===== src/rtl/updown_counter8.sv =====
// 8-bit up/down event counter clocked by clk, counting rising edges of an
// asynchronous slow tick. Direction and tick are synchronized; supports load,
// enable and wrap/saturate behaviour at the bounds with a terminal-count pulse.
module updown_counter8 #(
    parameter int unsigned WIDTH       = 8,
    parameter int unsigned SYNC_STAGES = 2
) (
    input  logic             clk,
    input  logic             rst_n,
    input  logic             tick_in,
    input  logic             up_dn,
    input  logic             en,
    input  logic             load,
    input  logic [WIDTH-1:0] load_val,
    input  logic             sat_mode,
    output logic [WIDTH-1:0] count,
    output logic             tc,
    output logic             dir_o
);

    localparam logic [WIDTH-1:0] MaxCount = {WIDTH{1'b1}};
    localparam logic [WIDTH-1:0] One      = WIDTH'(1);

    logic [SYNC_STAGES-1:0] tick_sync_q;
    logic [SYNC_STAGES-1:0] dir_sync_q;
    logic                   tick_d_q;
    logic                   tick_s;
    logic                   tick_evt;
    logic                   dir_s;

    logic [WIDTH-1:0]       count_q;
    logic [WIDTH-1:0]       count_d;
    logic                   tc_q;
    logic                   tc_d;

    assign tick_s   = tick_sync_q[SYNC_STAGES-1];
    assign dir_s    = dir_sync_q[SYNC_STAGES-1];
    assign tick_evt = tick_s & ~tick_d_q;

    // Synchronizers and edge-delay flop; preset to 1 so a tick_in held high
    // across reset release does not look like a rising edge.
    always_ff @(posedge clk) begin
        if (!rst_n) begin
            tick_sync_q <= '1;
            dir_sync_q  <= '1;
            tick_d_q    <= 1'b1;
        end else begin
            tick_sync_q <= {tick_sync_q[SYNC_STAGES-2:0], tick_in};
            dir_sync_q  <= {dir_sync_q[SYNC_STAGES-2:0], up_dn};
            tick_d_q    <= tick_s;
        end
    end

    // Next count: load wins over a counted event; tc flags events taken at a bound.
    always_comb begin
        count_d = count_q;
        tc_d    = 1'b0;
        if (load) begin
            count_d = load_val;
        end else if (en && tick_evt) begin
            if (dir_s) begin
                if (count_q == MaxCount) begin
                    tc_d    = 1'b1;
                    count_d = sat_mode ? MaxCount : '0;
                end else begin
                    count_d = count_q + One;
                end
            end else begin
                if (count_q == '0) begin
                    tc_d    = 1'b1;
                    count_d = sat_mode ? '0 : MaxCount;
                end else begin
                    count_d = count_q - One;
                end
            end
        end
    end

    // Count and terminal-count registers.
    always_ff @(posedge clk) begin
        if (!rst_n) begin
            count_q <= '0;
            tc_q    <= 1'b0;
        end else begin
            count_q <= count_d;
            tc_q    <= tc_d;
        end
    end

    assign count = count_q;
    assign tc    = tc_q;
    assign dir_o = dir_s;

endmodule


===== config.mk =====
export PLATFORM = sky130hd
export DESIGN_NAME = updown_counter8
export DESIGN_NICKNAME = d
export VERILOG_FILES = /design/src/rtl/updown_counter8.sv
export SDC_FILE = /design/constraint.sdc
export NUM_CORES = 1
export LEC_CHECK = 0
export ABC_CLOCK_PERIOD_IN_PS = 4450
export BUFFER_PORTS_ARGS = -buffer_cell sky130_fd_sc_hd__buf_2
export CAP_MARGIN = 20
export CELL_PAD_IN_SITES_DETAIL_PLACEMENT = 1
export CELL_PAD_IN_SITES_GLOBAL_PLACEMENT = 2
export CORE_ASPECT_RATIO = 1.2
export CORE_MARGIN = 5
export CORE_UTILIZATION = 34
export CTS_BUF_LIST = sky130_fd_sc_hd__clkbuf_4 sky130_fd_sc_hd__clkbuf_8
export DETAILED_ROUTE_END_ITERATION = 8
export PLACE_DENSITY = 0.89
export REMOVE_ABC_BUFFERS = 1
export SLEW_MARGIN = 15
export SYNTH_ARGS = -nofsm -noshare
export SYNTH_HDL_FRONTEND = slang
export SYNTH_SLANG_ARGS = --single-unit
export TNS_END_PERCENT = 30

===== constraint.sdc =====
create_clock -name clk -period 4.45 [get_ports clk]
set_input_delay 0.445 -clock clk [delete_from_list [all_inputs] [get_ports clk]]
set_output_delay 0.445 -clock clk [all_outputs]
set_load 0.1 [all_outputs]

==> flow_summary.json, run 1 <==
{
  "numCtsBuffers": 3,
  "p_int_mw": 0.214,
  "routed_wl_mm": 3.37,
  "crit_fanout": 20,
  "critPathKind": "flip-flop to output port",
  "synth.avg_cell_area_um2": 8.07,
  "hold_violations": 0,
  "grt_use_total": 0.162,
  "grt_max_degree": 21,
  "die_h_um": 71.6,
  "dp_cells": 180,
  "clkPwrFrac": 0.278,
  "cts-root-buf": "clkbuf_4",
  "pwr_density_cell_mw_per_mm2": 293,
  "dpl_worst_slack_ns": 2.45,
  "cp_top_family": "flip-flops",
  "finalNetCount": 167,
  "cts.clk_slew.worst_paths_ns": 0.10,
  "htree_levels": 1,
  "post_cts_resize_count": 0,
  "critPathSlowestCell": "dfxtp_1",
  "cts_buffer_depth": 2,
  "grt_pass1_vias": 1099,
  "p_seq_frac": 0.421,
  "path_cells": "buf_2",
  "seq_area_frac_synth": 0.261,
  "vias": 1130,
  "antenna_found_initial": 0,
  "combPwrFrac": 0.300,
  "holdWs_ns": 0.329,
  "diodes": 0,
  "end_kind": "output port",
  "finClkSkew_ns": 0.00529,
  "r2r_slack_ns": 2.42,
  "start_util": 0.351,
  "synth_warnings": 0,
  "setup_tns_ns": 0,
  "final.min_clock_period_ns": 2.08,
  "fin_util": 0.394,
  "status": "complete, no violations",
  "hpwl_mm": 2.60,
  "globalplace.congestion": 0.868,
  "drc": 0,
  "grt_pass1_wl_mm": 5.49,
  "drive_gt1_frac": 0.236,
  "ant_nets": 0,
  "switchingPower_mw": 0.139,
  "die_w_um": 61.3,
  "async_reset_ff_frac": 0,
  "worst_pin_slew_ns": 0.694,
  "syn_inst": 133,
  "area_delta_synth_final_pct": 12.1,
  "dieArea_mm2": 0.00439,
  "crit_required_ns": 4.01,
  "insertion_delay_ns": 0.29,
  "finalPower_mw": 0.353,
  "relSlewSlack": 0.537,
  "synth-edff-count": 0,
  "post-route-period-util": 0.466,
  "fin_area_mm2": 0.00120,
  "cts_tree": "done",
  "sw_frac_of_total": 0.393,
  "cts.hold.buffers_added": 0,
  "vias_per_cell": 6.14,
  "overflow": 0,
  "rows": 22,
  "dpl_cell_area_mm2": 0.00117,
  "netlist_area_mm2": 0.00107,
  "finalSetupViolations": 0,
  "peakVddDrop_mv": 0.154,
  "setup_ws_ns": 2.37,
  "ys.flop_type": "dfxtp_1",
  "synth_cell_types": 45,
  "io_pins": 25,
  "critical-path-max-stage-delay_ns": 0.78,
  "hold_path.class": "input pin to flip-flop",
  "final_max_slew_viol_count": 0,
  "drt_iter0_markers": 23,
  "drtPass1Iterations": 4,
  "core_mm2": 0.00306,
  "drt-wirelength-per-cell_um": 18.3,
  "rsz0062_at_grt": "false",
  "stdcell_count": 184,
  "cts.sinks": 14,
  "synth_seq_cells": 14,
  "io_buffers": 24,
  "maxCapViolations": 0,
  "cp_data_arrival_time_ns": 1.63,
  "p_leak_nw": 0.482,
  "post-cts-setup-buffers": 0,
  "startpoint_type": "flip-flop",
  "clock.fmax_mhz": 482,
  "cp.buffers_inverters": 1
}
registers in the layout (all words and copies together) (netlist names):
| register | flops |
|---|---|
| tick_sync_q | 2 |
| tick_d_q | 1 |
| dir_sync_q | 2 |
| tc | 1 |
| count | 8 |
synthesized netlist by cell type (all sizes together), types with 2 or more instances:
library cell  count  share of area
dfxtp            14           0.26
a31o              2          0.016
nand3             4          0.019
ha                3          0.035
a22oi             3          0.021
and2              3          0.017
o221ai            5          0.041
nand2            10          0.035
clkbuf            7          0.024
buf               6          0.042
nor2              3          0.010
nor4              3          0.023
nand4             6          0.035
mux2i             3          0.040
nor3              2          0.014
a31oi             2          0.012
and4              2          0.016
nand2b            6          0.035
o21ai             6          0.028
o211ai            3          0.021
a21oi            12          0.056
nor2b             4          0.023
o22ai             2          0.012
inv               6          0.021
o21bai            2          0.014
power groups by stage:
stage	clock network, mW	registers (mW)	logic, mW
4_1_cts	0.101	0.148	0.106
2_1_floorplan	0	0.182	0.0442
3_5_place_dp	0	0.151	0.106
6_report	0.0981	0.149	0.106
3_3_place_gp	0	0.151	0.103
5_1_grt	0.106	0.151	0.113
layer usage:
layer / track usage / wire length (µm) / vias up / part of all wire
li1: - / - / 530 / -
met1: 0.209 / 1380 / 562 / 0.41
met2: 0.264 / 1740 / 32 / 0.52
met3: 0.0270 / 178 / 6 / 0.053
met4: 0.0578 / 70 / 0 / 0.021
met5: 0 / 0 / - / 0
layout make-up:
cell class                 count  area (µm²)
sequential                    14         280
inverter                       6        22.5
timing repair buffer          24         120
tap                           36        45.0
clock buffer                   4        36.3
multi-input combinational    100         699
fill                         387        1850
final timing paths:
| check | from | endpoint | cells past startpoint |
|---|---|---|---|
| worst max-delay path | dir_sync_q[1] | dir_o | 1 |
| worst min-delay path | up_dn | dir_sync_q[0] | 2 |
| worst max register to register | count[1] | count[6] | 7 |
| worst min register to register | dir_sync_q[0] | dir_sync_q[1] | 1 |
logic make-up (layout without fill, tap and decap cells):
kind of cell,Yosys count,in the layout,synth area share
AO/OA/AOI/OAI,43,43,0.270
XOR/XNOR,1,1,0.00816
adder cells (fa/ha/maj),3,3,0.0350
buffers and inverters,19,34,0.0874
flip-flops,14,14,0.261
multiplexers,4,4,0.0501
AND/OR/NAND/NOR,49,49,0.288
worst reg2reg max path, cell delays in order, from the launching register on:
cell and delay [ns]:
dfxtp_1 0.43, inv_1 0.18, ha_1 0.22, nor2b_1 0.36, o221ai_1 0.19, o211ai_1 0.20
a21oi_1 0.09, a311oi_1 0.27
cells in the final DEF (no fill, tap or decap), drive strengths merged, types with 5 or more instances in the layout:
cell type | netlist | layout
dfxtp | 14 | 14
nand4 | 6 | 6
nand2 | 10 | 10
o221ai | 5 | 5
a21oi | 12 | 12
nand2b | 6 | 6
inv | 6 | 6
buf | 6 | 24
o21ai | 6 | 6
No activity file was read; power rests on OpenSTA's default activity.
==> run 2, diff against run 1 <==
Settings changed: ABC_AREA from default to 1, ABC_CLOCK_PERIOD_IN_PS 4450 to 2100, CORE_UTILIZATION 34 to 28, PLACE_DENSITY 0.89 to 0.83.
Clock period 4.45 ns to 2.1 ns, I/O delays scaled along.
==> flow_summary.json, run 2 <==
{
  "synth_warnings": 0,
  "setup_ws_ns": 0.379,
  "globalplace.congestion": 0.869,
  "p_seq_frac": 0.357,
  "synth_common_cells": "nand2_1, nor2_1, inv_1",
  "regArea_um2": 280,
  "final_cell_mix": "nand2_1, nor2_1, buf_2",
  "yosys-top-cells-area": "dfxtp_1, nand2_1, nor2_1",
  "largest_reg_flops": 8,
  "cts.hold.buffers_added": 0,
  "finalNetCount": 212,
  "vias_per_cell": 4.64,
  "final_common_cell": "nand2_1",
  "drt_iter0_markers": 57,
  "ant_nets": 0,
  "grt_pass1_wl_mm": 5.75,
  "switchingPower_mw": 0.340,
  "hold_violations": 0,
  "post_cts_resize_count": 0,
  "async_reset_ff_frac": 0,
  "cts.clk_slew.worst_paths_ns": 0.06,
  "ys.flop_type": "dfxtp_1",
  "dpl_worst_slack_ns": 0.387,
  "synth.avg_cell_area_um2": 6.26,
  "multiInputGateArea_um2": 684,
  "finalPower_mw": 0.866,
  "cts.sinks": 14,
  "drc": 0,
  "maxCapViolations": 0,
  "crit_required_ns": 2.24,
  "netlist_area_mm2": 0.00106,
  "seq_area_frac_synth": 0.264,
  "finClkSkew_ns": 0.00419,
  "drive_gt1_frac": 0.254,
  "synth_most_common_cell": "nand2_1",
  "insertion_delay_ns": 0.25,
  "status": "complete, no violations",
  "p_leak_nw": 0.615,
  "synth_seq_cells": 14,
  "post-cts-setup-buffers": 0,
  "start_util": 0.290,
  "hpwl_mm": 2.68,
  "sw_frac_of_total": 0.393,
  "routed_wl_mm": 3.25,
  "grt_max_degree": 14,
  "synth_area_leader_cell": "dfxtp_1",
  "die_h_um": 77.5,
  "cts-root-buf": "clkbuf_8",
  "vias": 1137,
  "rows": 24,
  "numCtsBuffers": 3,
  "overflow": 0,
  "startpoint_type": "flip-flop",
  "diodes": 0,
  "drt-wirelength-per-cell_um": 13.2,
  "p_int_mw": 0.526,
  "io_buffers": 24,
  "antenna_found_initial": 0,
  "fillCellCount": 505,
  "syn_inst": 170,
  "post-route-period-util": 0.820,
  "relSlewSlack": 0.677,
  "die_w_um": 66.3,
  "worst_pin_slew_ns": 0.488,
  "io_pins": 25,
  "final.min_clock_period_ns": 1.72,
  "rsz0062_at_grt": "false",
  "final_max_slew_viol_count": 0,
  "crit_fanout": 6,
  "core_mm2": 0.00366,
  "pwr_density_cell_mw_per_mm2": 681,
  "clkPwrFrac": 0.310,
  "cts_tree": "done",
  "dieArea_mm2": 0.00514,
  "hold_path.class": "input pin to flip-flop",
  "peakVddDrop_mv": 0.454,
  "fin_area_mm2": 0.00127,
  "dpl_cell_area_mm2": 0.00122,
  "area_delta_synth_final_pct": 19.6,
  "cts_buffer_depth": 2,
  "grt_pass1_vias": 1235,
  "htree_levels": 1,
  "cp_data_arrival_time_ns": 1.86,
  "finalSetupViolations": 0,
  "yosys.area.top_type_share": 0.264,
  "end_kind": "flip-flop",
  "drtPass1Iterations": 3,
  "combPwrFrac": 0.333,
  "synth-edff-count": 0,
  "clock.fmax_mhz": 581,
  "critPathKind": "flip-flop to flip-flop",
  "synth_cell_types": 27,
  "grt_use_total": 0.141,
  "fin_util": 0.347
}
## run 2: cell type report
cell class                      count  area share
Tap cell                           52      0.0511
Sequential cell                    14       0.220
Timing Repair Buffer               24      0.0944
Inverter                           18      0.0531
Multi-Input combinational cell    133       0.538
Clock buffer                        4      0.0433
## run 2: stage by stage
stage / hold WS [ns] / TNS [ns] / std cells
CTS: 0.142 / 0 / 245
finish: 0.144 / 0 / 245
detailed placement: 0.399 / 0 / 241
global placement: 0.397 / 0 / 241
global route: 0.142 / 0 / 245
floorplan: 0.317 / -0.753 / 165
## run 2: logic make-up after synthesis
logic type	synth area share
xor+xnor	0.0247
simple gates	0.449
compound gates	0.134
fa+ha+maj	0.0353
flops	0.264
buf+inv	0.0929
## run 2: path summary, 6_finish.rpt
| kind | from | endpoint | slack, ns | depth (start not counted) |
|---|---|---|---|---|
| hold / removal | tick_in | tick_sync_q[0] | 0.14 | 2 |
| setup reg to reg | count[0] | count[4] | 0.38 | 10 |
| setup / recovery | count[0] | count[4] | 0.38 | 10 |
| hold reg to reg | tick_sync_q[0] | tick_sync_q[1] | 0.43 | 1 |
## run 2: power by group through the flow
stage	Sequential, mW	Clock (mW)	Combinational (mW)
2_1_floorplan	0.395	0	0.136
3_3_place_gp	0.315	0	0.288
3_5_place_dp	0.316	0	0.290
4_1_cts	0.310	0.273	0.292
5_1_grt	0.315	0.291	0.318
6_report	0.310	0.268	0.289
## run 2: critical path, stage by stage, from the launching register on
cell	delay (ns)
dfxtp_1	0.37
inv_1	0.16
ha_1	0.19
inv_1	0.08
or2_2	0.30
o21ai_0	0.14
o21ai_0	0.11
nand2_1	0.07
nand3_1	0.06
nor2_1	0.09
nor2_1	0.04
## run 2: metal layers
layer,up-vias,GRT usage,share of wire
met5,-,0,0
met4,0,0.0427,0.014
met3,5,0.0188,0.022
met2,16,0.239,0.51
met1,531,0.183,0.46
li1,585,-,-
==> run 3, diff against run 2 <==
Settings changed: ABC_AREA 1 to 0, ABC_CLOCK_PERIOD_IN_PS 2100 to 1800, CORE_UTILIZATION 28 to 31.
Clock period 2.1 ns to 1.8 ns, I/O delays scaled along.
==> flow_summary.json, run 3 (same netlist as run 1, synthesis figures left out) <==
{
  "status": "complete, no violations",
  "core_mm2": 0.00334,
  "cts.sinks": 14,
  "holdWs_ns": 0.118,
  "end_kind": "flip-flop",
  "post-route-period-util": 0.953,
  "die_w_um": 63.7,
  "crit_fanout": 9,
  "final_max_slew_viol_count": 0,
  "hold_depth": 2,
  "io_pins": 25,
  "finClkSkew_ns": 0.00472,
  "cts_tree": "done",
  "drt_iter0_markers": 67,
  "setup_tns_ns": 0,
  "numCtsBuffers": 3,
  "cp_data_arrival_time_ns": 1.87,
  "fillCellCount": 410,
  "vias_per_cell": 5.80,
  "hold_path.class": "input pin to flip-flop",
  "peakVddDrop_mv": 0.438,
  "grt_pass1_wl_mm": 5.97,
  "largest_reg_flops": 8,
  "routed_wl_mm": 3.66,
  "ant_nets": 0,
  "pwr_density_cell_mw_per_mm2": 725,
  "highest_layer": "met4",
  "startpoint_type": "flip-flop",
  "relSlewSlack": 0.677,
  "r2r_cells": 6,
  "overflow": 0,
  "die_h_um": 74.5,
  "globalplace.congestion": 0.853,
  "worstHoldEndpoint": "dir_sync_q[0]",
  "fin_util": 0.410,
  "diodes": 0,
  "insertion_delay_ns": 0.25,
  "critPathKind": "flip-flop to flip-flop",
  "post-cts-setup-buffers": 0,
  "final.min_clock_period_ns": 1.72,
  "grt_use_total": 0.159,
  "m1WireLength_mm": 1.53,
  "dpl_cell_area_mm2": 0.00130,
  "cts.clk_slew.worst_paths_ns": 0.07,
  "wl_met2_mm": 1.90,
  "antenna_found_initial": 0,
  "worst_pin_slew_ns": 0.488,
  "p_leak_nw": 0.581,
  "drt-wirelength-per-cell_um": 18.1,
  "drtPass1Iterations": 4,
  "start_util": 0.322,
  "hold_violations": 0,
  "reg2reg_to": "count[6]",
  "cts-root-buf": "clkbuf_8",
  "grt_pass1_vias": 1178,
  "cts_buffer_depth": 2,
  "r2r_start": "count[2]",
  "maxCapViolations": 0,
  "finalPower_mw": 0.993,
  "finalSetupViolations": 0,
  "grt_max_degree": 20,
  "htree_levels": 1,
  "vias": 1172,
  "finalNetCount": 184,
  "hpwl_mm": 2.91,
  "clock.fmax_mhz": 583,
  "met3_length_um": 180,
  "min_from": "up_dn",
  "io_buffers": 24,
  "area_delta_synth_final_pct": 27.6,
  "final_cell_mix": "buf_2, buf_4, dfxtp_1",
  "fin_area_mm2": 0.00137,
  "rows": 23,
  "rsz0062_at_grt": "true",
  "r2r_slack_ns": 0.08,
  "final_common_cell": "buf_2",
  "crit_required_ns": 1.96,
  "drc": 0,
  "drive_gt1_frac": 0.339,
  "dieArea_mm2": 0.00474
}
run 3: cell count changes in the layout (fill, tap and decap cells not counted), moves of 4 or more:
cell	change
nand2_1	-39
buf_4	+17
nor2_1	-24
nand2b_1	+6
inv_1	-10
a21oi_1	+7
nand2_2	-4
or2_2	-6
nand3_1	-4
run 3: how the worst max path moves through the flow:
stage | from | endpoint | slack [ns]
2_1_floorplan | count[0] | count[0] | -0.74
3_3_place_gp | count[0] | count[5] | 0.07
3_5_place_dp | count[1] | count[6] | 0.007
4_1_cts | count[0] | count[7] | 0.03
5_1_grt | count[0] | count[5] | -0.06
6_report | count[2] | count[6] | 0.08
run 3: final cells by class:
class,instances,area (µm²),area share
tap,37,46.3,0.0338
inverter,6,22.5,0.0164
multi-input combinational,100,718,0.524
clock buffer,4,55.1,0.0402
timing repair buffer,41,248,0.181
sequential,14,280,0.205
run 3: what timing repair did:
action,in CTS,in global routing
pin swaps,0,0
resized for setup,1,4
endpoints found under the setup margin,1,8
hold buffers,0,0
run 3: routing by layer:
metal / up-vias / track usage
met4: 0 / 0.0416
met2: 34 / 0.291
met3: 6 / 0.0272
met1: 572 / 0.193
li1: 560 / -
met5: - / 0
run 3: report_power, final:
group / switching [mW] / total [mW] / internal [mW] / leakage, nW
combinational: 0.208 / 0.323 / 0.115 / 0.436
sequential: 0.0290 / 0.355 / 0.326 / 0.116
clock: 0.121 / 0.315 / 0.194 / 0.0288
total: 0.358 / 0.993 / 0.635 / 0.581
run 3: critical path, stage by stage (launching register included):
cell and delay (ns):
dfxtp_1 0.40, buf_4 0.19, nor4_2 0.34, o221ai_1 0.17, o211ai_1 0.20, a21oi_1 0.09, a311oi_1 0.24
run 3: per-stage QoR:
| stage | std cells | setup WS, ns |
|---|---|---|
| final | 202 | 0.0849 |
| after global placement | 198 | 0.0732 |
| after floorplan | 120 | -0.740 |
| after CTS | 202 | 0.0349 |
| after global routing | 202 | -0.0629 |
| after detailed placement | 198 | 0.00664 |
